===== config.mk =====
export PLATFORM = sky130hd
export DESIGN_NAME = apb_master_bridge
export DESIGN_NICKNAME = d
export VERILOG_FILES = /design/src/rtl/apb_master_bridge.sv
export SDC_FILE = /design/constraint.sdc
export NUM_CORES = 1
export LEC_CHECK = 0
export CAP_MARGIN = 20
export CORE_UTILIZATION = 38
export CTS_BUF_LIST = sky130_fd_sc_hd__clkbuf_2
export CTS_CLUSTER_DIAMETER = 200
export DETAILED_ROUTE_END_ITERATION = 10
export MAX_ROUTING_LAYER = met4
export PLACE_DENSITY_LB_ADDON = 0.2
export REMOVE_ABC_BUFFERS = 1
export SETUP_SLACK_MARGIN = 0.3
export SYNTH_ARGS = -nofsm -noshare
export SYNTH_HDL_FRONTEND = slang
export SYNTH_SLANG_ARGS = --single-unit

===== constraint.sdc =====
create_clock -name clk -period 1.45 [get_ports clk]
set_input_delay 0.145 -clock clk [delete_from_list [all_inputs] [get_ports clk]]
set_output_delay 0.145 -clock clk [all_outputs]
set_load 0.05 [all_outputs]

===== src/rtl/apb_master_bridge.sv =====
`default_nettype none
// +----------------------------------------------------------------------------+
// | Module      : apb_master_bridge                                            |
// | Description : APB4 requester. Turns single valid/ready commands into       |
// |               SETUP/ACCESS transfers and returns a held response.          |
// |               Optional ACCESS timeout: define APB_MASTER_TIMEOUT_EN.       |
// | Revision    : 1.0 - initial release                                        |
// +----------------------------------------------------------------------------+
module apb_master_bridge #(
  parameter int ADDR_WIDTH = 32,
  parameter int DATA_WIDTH = 32,
  parameter int DATA_STRB  = DATA_WIDTH / 8,
  parameter int TIMEOUT    = 16
) (
  input  logic                  clk,
  input  logic                  nrst,
  input  logic                  cmd_valid,
  output logic                  cmd_ready,
  input  logic                  cmd_write,
  input  logic [ADDR_WIDTH-1:0] cmd_addr,
  input  logic [DATA_WIDTH-1:0] cmd_wdata,
  input  logic [DATA_STRB-1:0]  cmd_strb,
  input  logic [2:0]            cmd_prot,
  output logic                  rsp_valid,
  input  logic                  rsp_ready,
  output logic [DATA_WIDTH-1:0] rsp_rdata,
  output logic                  rsp_err,
  output logic [ADDR_WIDTH-1:0] paddr,
  output logic [2:0]            pprot,
  output logic                  pwrite,
  output logic                  psel,
  output logic                  penable,
  output logic [DATA_WIDTH-1:0] pwdata,
  output logic [DATA_STRB-1:0]  pstrb,
  input  logic                  pready,
  input  logic [DATA_WIDTH-1:0] prdata,
  input  logic                  pslverr
);

  localparam logic [1:0] c_IDLE   = 2'd0;
  localparam logic [1:0] c_SETUP  = 2'd1;
  localparam logic [1:0] c_ACCESS = 2'd2;

  logic [1:0]            r_state;
  logic [1:0]            w_state_nxt;
  logic                  w_psel;
  logic                  w_penable;
  logic                  w_cmd_ready;
  logic                  w_accept;
  logic                  w_done;
  logic                  w_timeout;

  logic [ADDR_WIDTH-1:0] r_paddr;
  logic [2:0]            r_pprot;
  logic                  r_pwrite;
  logic [DATA_WIDTH-1:0] r_pwdata;
  logic [DATA_STRB-1:0]  r_pstrb;
  logic                  r_rsp_valid;
  logic [DATA_WIDTH-1:0] r_rsp_rdata;
  logic                  r_rsp_err;

  assign w_accept = cmd_valid && w_cmd_ready;
  assign w_done   = (r_state == c_ACCESS) && pready;

`ifdef APB_MASTER_TIMEOUT_EN
  localparam int c_CNT_W = $clog2(TIMEOUT + 1);

  logic [c_CNT_W-1:0] r_wait_cnt;

  // Counts completed ACCESS cycles without pready; restarts on every SETUP.
  always_ff @(posedge clk or negedge nrst) begin
    if (!nrst) begin
      r_wait_cnt <= '0;
    end else if (r_state == c_SETUP) begin
      r_wait_cnt <= '0;
    end else if ((r_state == c_ACCESS) && !pready) begin
      r_wait_cnt <= r_wait_cnt + 1'b1;
    end
  end

  assign w_timeout = (r_state == c_ACCESS) && !pready &&
                     (r_wait_cnt == c_CNT_W'(TIMEOUT - 1));
`else
  assign w_timeout = 1'b0;
`endif

  always_ff @(posedge clk or negedge nrst) begin
    if (!nrst) begin
      r_state <= c_IDLE;
    end else begin
      r_state <= w_state_nxt;
    end
  end

  always_comb begin
    w_state_nxt = r_state;
    case (r_state)
      c_IDLE:   if (w_accept) w_state_nxt = c_SETUP;
      c_SETUP:  w_state_nxt = c_ACCESS;
      c_ACCESS: if (w_done || w_timeout) w_state_nxt = c_IDLE;
      default:  w_state_nxt = c_IDLE;
    endcase
  end

  // A pending response may be consumed in the same cycle a new command is taken.
  always_comb begin
    w_psel      = 1'b0;
    w_penable   = 1'b0;
    w_cmd_ready = 1'b0;
    case (r_state)
      c_IDLE:   w_cmd_ready = !r_rsp_valid || rsp_ready;
      c_SETUP:  w_psel      = 1'b1;
      c_ACCESS: begin
        w_psel    = 1'b1;
        w_penable = 1'b1;
      end
      default:  w_cmd_ready = 1'b0;
    endcase
  end

  always_ff @(posedge clk or negedge nrst) begin
    if (!nrst) begin
      r_paddr  <= '0;
      r_pprot  <= '0;
      r_pwrite <= 1'b0;
      r_pwdata <= '0;
      r_pstrb  <= '0;
    end else if (w_accept) begin
      r_paddr  <= cmd_addr;
      r_pprot  <= cmd_prot;
      r_pwrite <= cmd_write;
      r_pwdata <= cmd_wdata;
      r_pstrb  <= cmd_write ? cmd_strb : '0;
    end
  end

  always_ff @(posedge clk or negedge nrst) begin
    if (!nrst) begin
      r_rsp_valid <= 1'b0;
      r_rsp_rdata <= '0;
      r_rsp_err   <= 1'b0;
    end else if (w_done) begin
      r_rsp_valid <= 1'b1;
      r_rsp_rdata <= r_pwrite ? '0 : prdata;
      r_rsp_err   <= pslverr;
    end else if (w_timeout) begin
      r_rsp_valid <= 1'b1;
      r_rsp_rdata <= '0;
      r_rsp_err   <= 1'b1;
    end else if (rsp_ready) begin
      r_rsp_valid <= 1'b0;
    end
  end

  assign cmd_ready = w_cmd_ready && nrst;
  assign psel      = w_psel;
  assign penable   = w_penable;
  assign paddr     = r_paddr;
  assign pprot     = r_pprot;
  assign pwrite    = r_pwrite;
  assign pwdata    = r_pwdata;
  assign pstrb     = r_pstrb;
  assign rsp_valid = r_rsp_valid;
  assign rsp_rdata = r_rsp_rdata;
  assign rsp_err   = r_rsp_err;

endmodule
`default_nettype wire

**After elaboration in Yosys (flattened, before gate mapping)**

Index checks and enable logic that the tools add are counted.

- Output and inout bits: 109
- Register bits: 108
- Input port bits: 110

- Eq/ne operators: 4
- Multiplexer cells: 10
- Reductions and logical operators: 9

Operators by type and width:

| operator | number |
|---|---|
| $mux 32 | 1 |
| $pmux 2 s3 | 1 |
| $mux 1 | 5 |
| $mux 2 | 2 |
| $mux 4 | 1 |
| $ne 2x2->1 const B | 2 |
| $logic_and 1x1->1 | 3 |
| $eq 2x1->1 const B | 1 |
| $eq 2x2->1 const B | 1 |
| $logic_not 2->1 | 1 |
| $reduce_and 2->1 | 1 |
| $reduce_bool 2->1 | 1 |
| $reduce_or 2->1 | 1 |
| $logic_not 1->1 | 1 |
| $logic_or 1x1->1 | 1 |

**Depth between registers and ports, before layout**

- Depth in word-level cells: 6
- Gate-level depth with buffers: 7

**Worst setup path after synthesis**

Ideal clock, no wire load.

- Kind: reg2reg
- From: register r_state[0]
- To: register r_state[1]
- Setup slack: -0.282 ns
- Library setup time: 0.125 ns
- Period minus slack after synthesis: 1.732 ns
- Required time: 1.325 ns
- Buffers on the path: 0
- Cell stages (with the launch flop): 6
- Data arrival time: 1.607 ns
- Cell sequence: dfrtp_1 -> inv_1 -> ha_1 -> nor2b_1 -> a311oi_1 -> mux2_2

- Cells in the longest elaborated chain, start to end: 5
- Elaborated cells on any way between the ends: 10

Ends and longest elaborated chain:

| item | line | text |
|---|---|---|
| start, declared | 44 | `logic [1:0] r_state;` |
| start signal, assigned | 89 | `r_state <= c_IDLE;` |
| start signal, assigned | 91 | `r_state <= w_state_nxt;` |
| $logic_not 2->1 | 97, 110 |  |
| $mux 1 | 110 | `case (r_state)` |
| $logic_and 1x1->1 | 62 | `assign w_accept = cmd_valid && w_cmd_ready;` |
| $ne 2x2->1 (no line) | -- |  |
| $reduce_and 2->1 (no line) | -- |  |

Several ways; a longest one is shown, not always the timed one.
A chain may end at the register's enable or synchronous reset.

**Worst setup path after layout**

- From: register r_state[1]
- To: register r_paddr[13] (netlist: paddr[13])

- Cells in the longest elaborated chain, start to end: 3

Ends and longest elaborated chain:

| item | line | text |
|---|---|---|
| $logic_not 2->1 | 110 |  |
| $mux 1 | 110 |  |
| $logic_and 1x1->1 | 62 |  |
| end signal, assigned | 129 | `r_paddr <= cmd_addr;` |
| end, declared | 53 | `logic [ADDR_WIDTH-1:0] r_paddr;` |

Every way passes these cells.

==> flow_summary.yaml <==
worst_setup_path:
  worstSetupStartpointType: "flop"
  criticalPathCategory: "reg -> reg"
  regToRegStartpoint: "r_state[1]"
  worstPathMaxFanout: 6
  required_time_reported_for_the_critical_path_endpoint_ps: 2000
  timing.critical_path.to_type: "flop"
  cp-startpoint: "r_state[1]"
  cp_data_arrival_time_ps: 2370
synthesis:
  ys_seq_elements: 108
  synth_top_area_share_pct: 59.64
  combinational_family_with_the_most_area_after_synthesis: "multiplexers"
  synthFlopType: "dfrtp_1"
  post-synth-top-area-cell: "dfrtp_1"
  yosys-top-cells-count: "108 x dfrtp_1, 65 x mux2_4, 38 x nand2_1"
  yosys-mux-area-fraction_pct: 23.66
  synthesis.area_per_instance_um2: 14.21
  synth-simple-area-share_pct: 8.669
  yosys.cell_count.top_type: "dfrtp_1"
  yosys.cell_types.count: 17
  synth_area_in_compound_gates_pct: 3.948
  async_reset_ff_share_pct: 100.0
  synth_enable_flop_cells: 0
  yosys_warnings: 0
  synth_cells: 319
  syn_area_um2: 4532
  synth_seq_area_share_pct: 59.64
  ys_top_cells_by_area: "dfrtp_1 60%, mux2_4 22%, nand2b_1 4.4%"
  synth_fa_ha_area_share_pct: 0.8283
  synth_xor_xnor_area_share_pct: 0
detailed_routing:
  finalWirelength_um: 13720
  drcViolationCount: 18
  avgViaCountPerCell: 4.629
  wire_per_inst_um: 17.30
  vias: 3671
  route.antenna.remaining_nets: 0
  drt_first_iter_violations: 169
  drt_first_pass_iters: 7
grt:
  grt_pass1_wl_um: 21280
  antenna_found_initial: 0
  grt_use_total_pct: 23.18
  grt_pass1_vias: 4083
  largest_net_degree_at_the_start_of_global_routing: 109
  grt_remaining_overflow: 0
place:
  pre_cts_ws_ps: -167.7
  finalWeightedCongestion: 0.7437
  place_inst: 681
  dp_hpwl_um: 7752
  io_buffers: 218
run_status:
  outcome: "finished, violations left"
  failed_checks: "design-rule violations, negative setup slack"
timing:
  fin_ws_ps: -368.3
  fin_worst_skew_ps: 33.98
  setup_violators_final: 87
  timing.final.crit_period_ps: 1818
  relSlewSlack_pct: 54.97
  maxSlewViolCount: 0
  setup_tns_ps: -22940
  tightestPinTransition_ps: 675.4
  fin_crit_sh_pct: 125.4
  grt_setup_unrepaired: "true"
  hold_violations: 0
  achievable-frequency_ghz: 0.5500
cells_and_area:
  flow.area_growth_from_synthesis_pct: 88.90
  antenna-diode-count: 0
  final-instance-count-excl-fill: 793
  multi_input_logic_area_um2: 1788
  layout-drive-gt1-share_pct: 48.00
  layout.filler_cells: 707
  regArea_um2: 2704
  number_of_nets_in_the_layout: 758
run:
  max_cap_viols: 0
floorplanning:
  starting_density_of_the_core_pct: 39.35
  fp.dieArea_um2: 12370
  die_w_um: 111.2
  core_area_um2: 11520
  die-height_um: 111.2
  placementRows: 39
  top_level_ports: 219
power_and_ir_drop:
  peakVddDrop_mv: 1.589
  total_leakage_power_nw: 4.184
  cellPowerDensity_nw_per_um2: 2704
clocking:
  cts_made_buffers: 9
  clock_latency_ps: 630
  ctsHtreeMaxLevel: 3
  cts.root.buffer_cell: "clkbuf_2"
  cts_max_path_buffers: 2
  cts_tree: "built"
  cts_sinks: 108
  path_clk_slew_ps: 270
min_path:
  hold_start: "prdata[22]"
  class_of_the_tightest_hold_or_removal_check: "in -> reg"
-- cells by family (layout without fill, tap and decap cells) --
family,Yosys count,in the layout
AO/OA/AOI/OAI,35,35
adder cells (fa/ha/maj),3,3
buffers and inverters,24,355
flip-flops,108,108
multiplexers,74,74
AND/OR/NAND/NOR,75,75
-- layer usage --
| layer | up-vias | track usage, % | wire length, um |
|---|---|---|---|
| li1 | 1722 | - | - |
| met1 | 1792 | 26.92 | 5511 |
| met5 | - | - | 0 |
| met4 | 0 | 8.378 | 382 |
| met2 | 128 | 39.21 | 7199 |
| met3 | 29 | 5.413 | 627 |
-- worst max-delay path: stages (launching register included) --
cell     delay, ps
dfrtp_1        490
inv_2          100
ha_4           130
buf_4          100
buf_6          100
nand3_4        110
buf_8          180
buf_12         130
buf_12         130
mux2_4         290
-- placed cells by master, fill, tap and decap left out, drive strengths merged --
master         synthesis  final
buf                   11    201
and3                   1      1
clkinv                 0      3
ha                     3      3
o21ai                 34     34
mux2i                  4      4
clkdlybuf4s50          0    108
a311oi                 1      1
bufbuf                 0      1
bufinv                 0      2
clkbuf                 6     10
mux2                  70     70
nand2b                33     33
dlygate4sd3            0     21
nor2b                  2      2
inv                    7      8
clkinvlp               0      1
nand2                 38     38
dfrtp                108    108
nand3                  1      1
-- final cells by class --
cell class | instances | share of cell area (%)
tap | 143 | 2.090
multi-input combinational | 187 | 20.89
sequential | 108 | 31.58
inverter | 7 | 0.3069
clock buffer | 9 | 0.5262
timing repair buffer | 332 | 43.45
clock inverter | 7 | 1.155
-- sequential cells by signal, summed over array words and instances, names as in the netlist --
register / count
pprot: 3
paddr: 32
pstrb: 4
pwrite: 1
r_state: 2
pwdata: 32
rsp_err: 1
rsp_valid: 1
rsp_rdata: 32
-- what timing repair did --
| action | CTS | global route |
|---|---|---|
| cloned | 10 | 1 |
| gates resized for setup | 177 | 16 |
| hold buffers | 15 | 6 |
| endpoints found under the hold margin | 122 | 6 |
| pin swaps | 4 | 3 |
| buffers inserted | 48 | 16 |
| endpoints found under the setup margin | 216 | 216 |
-- through the flow --
stage / cell area, um2 / utilization [%] / hold slack (ps) / power [mW]
final: 8561 / 74.34 / 39.20 / 23.15
after global routing: 8561 / 74.34 / -8.851 / 24.08
after CTS: 8302 / 72.09 / 0.6009 / 22.57
after detailed placement: 6782 / 58.89 / 311.4 / 17.72
after global placement: 6782 / 58.89 / 307.2 / 17.56
after floorplan: 4410 / - / -150.6 / 13.69
-- report_power, final --
group / leakage [nW] / switching (mW) / internal (mW)
combinational: 2.78 / 8.33 / 7.54
clock: 0.0825 / 1.03 / 0.579
sequential: 1.32 / 1.18 / 4.50
-- worst paths after layout --
kind | end | slack (ps) | cells past startpoint
worst max-delay path | paddr[13] | -370 | 9
worst min-delay path | rsp_rdata[22] | 40 | 3
worst max register to register | paddr[13] | -370 | 9
worst min register to register | rsp_rdata[25] | 540 | 2
max in group asynchronous | rsp_rdata[1] | 790 | 3
min in group asynchronous | rsp_rdata[18] | 70 | 3
No activity file was read; power rests on OpenSTA's default activity.
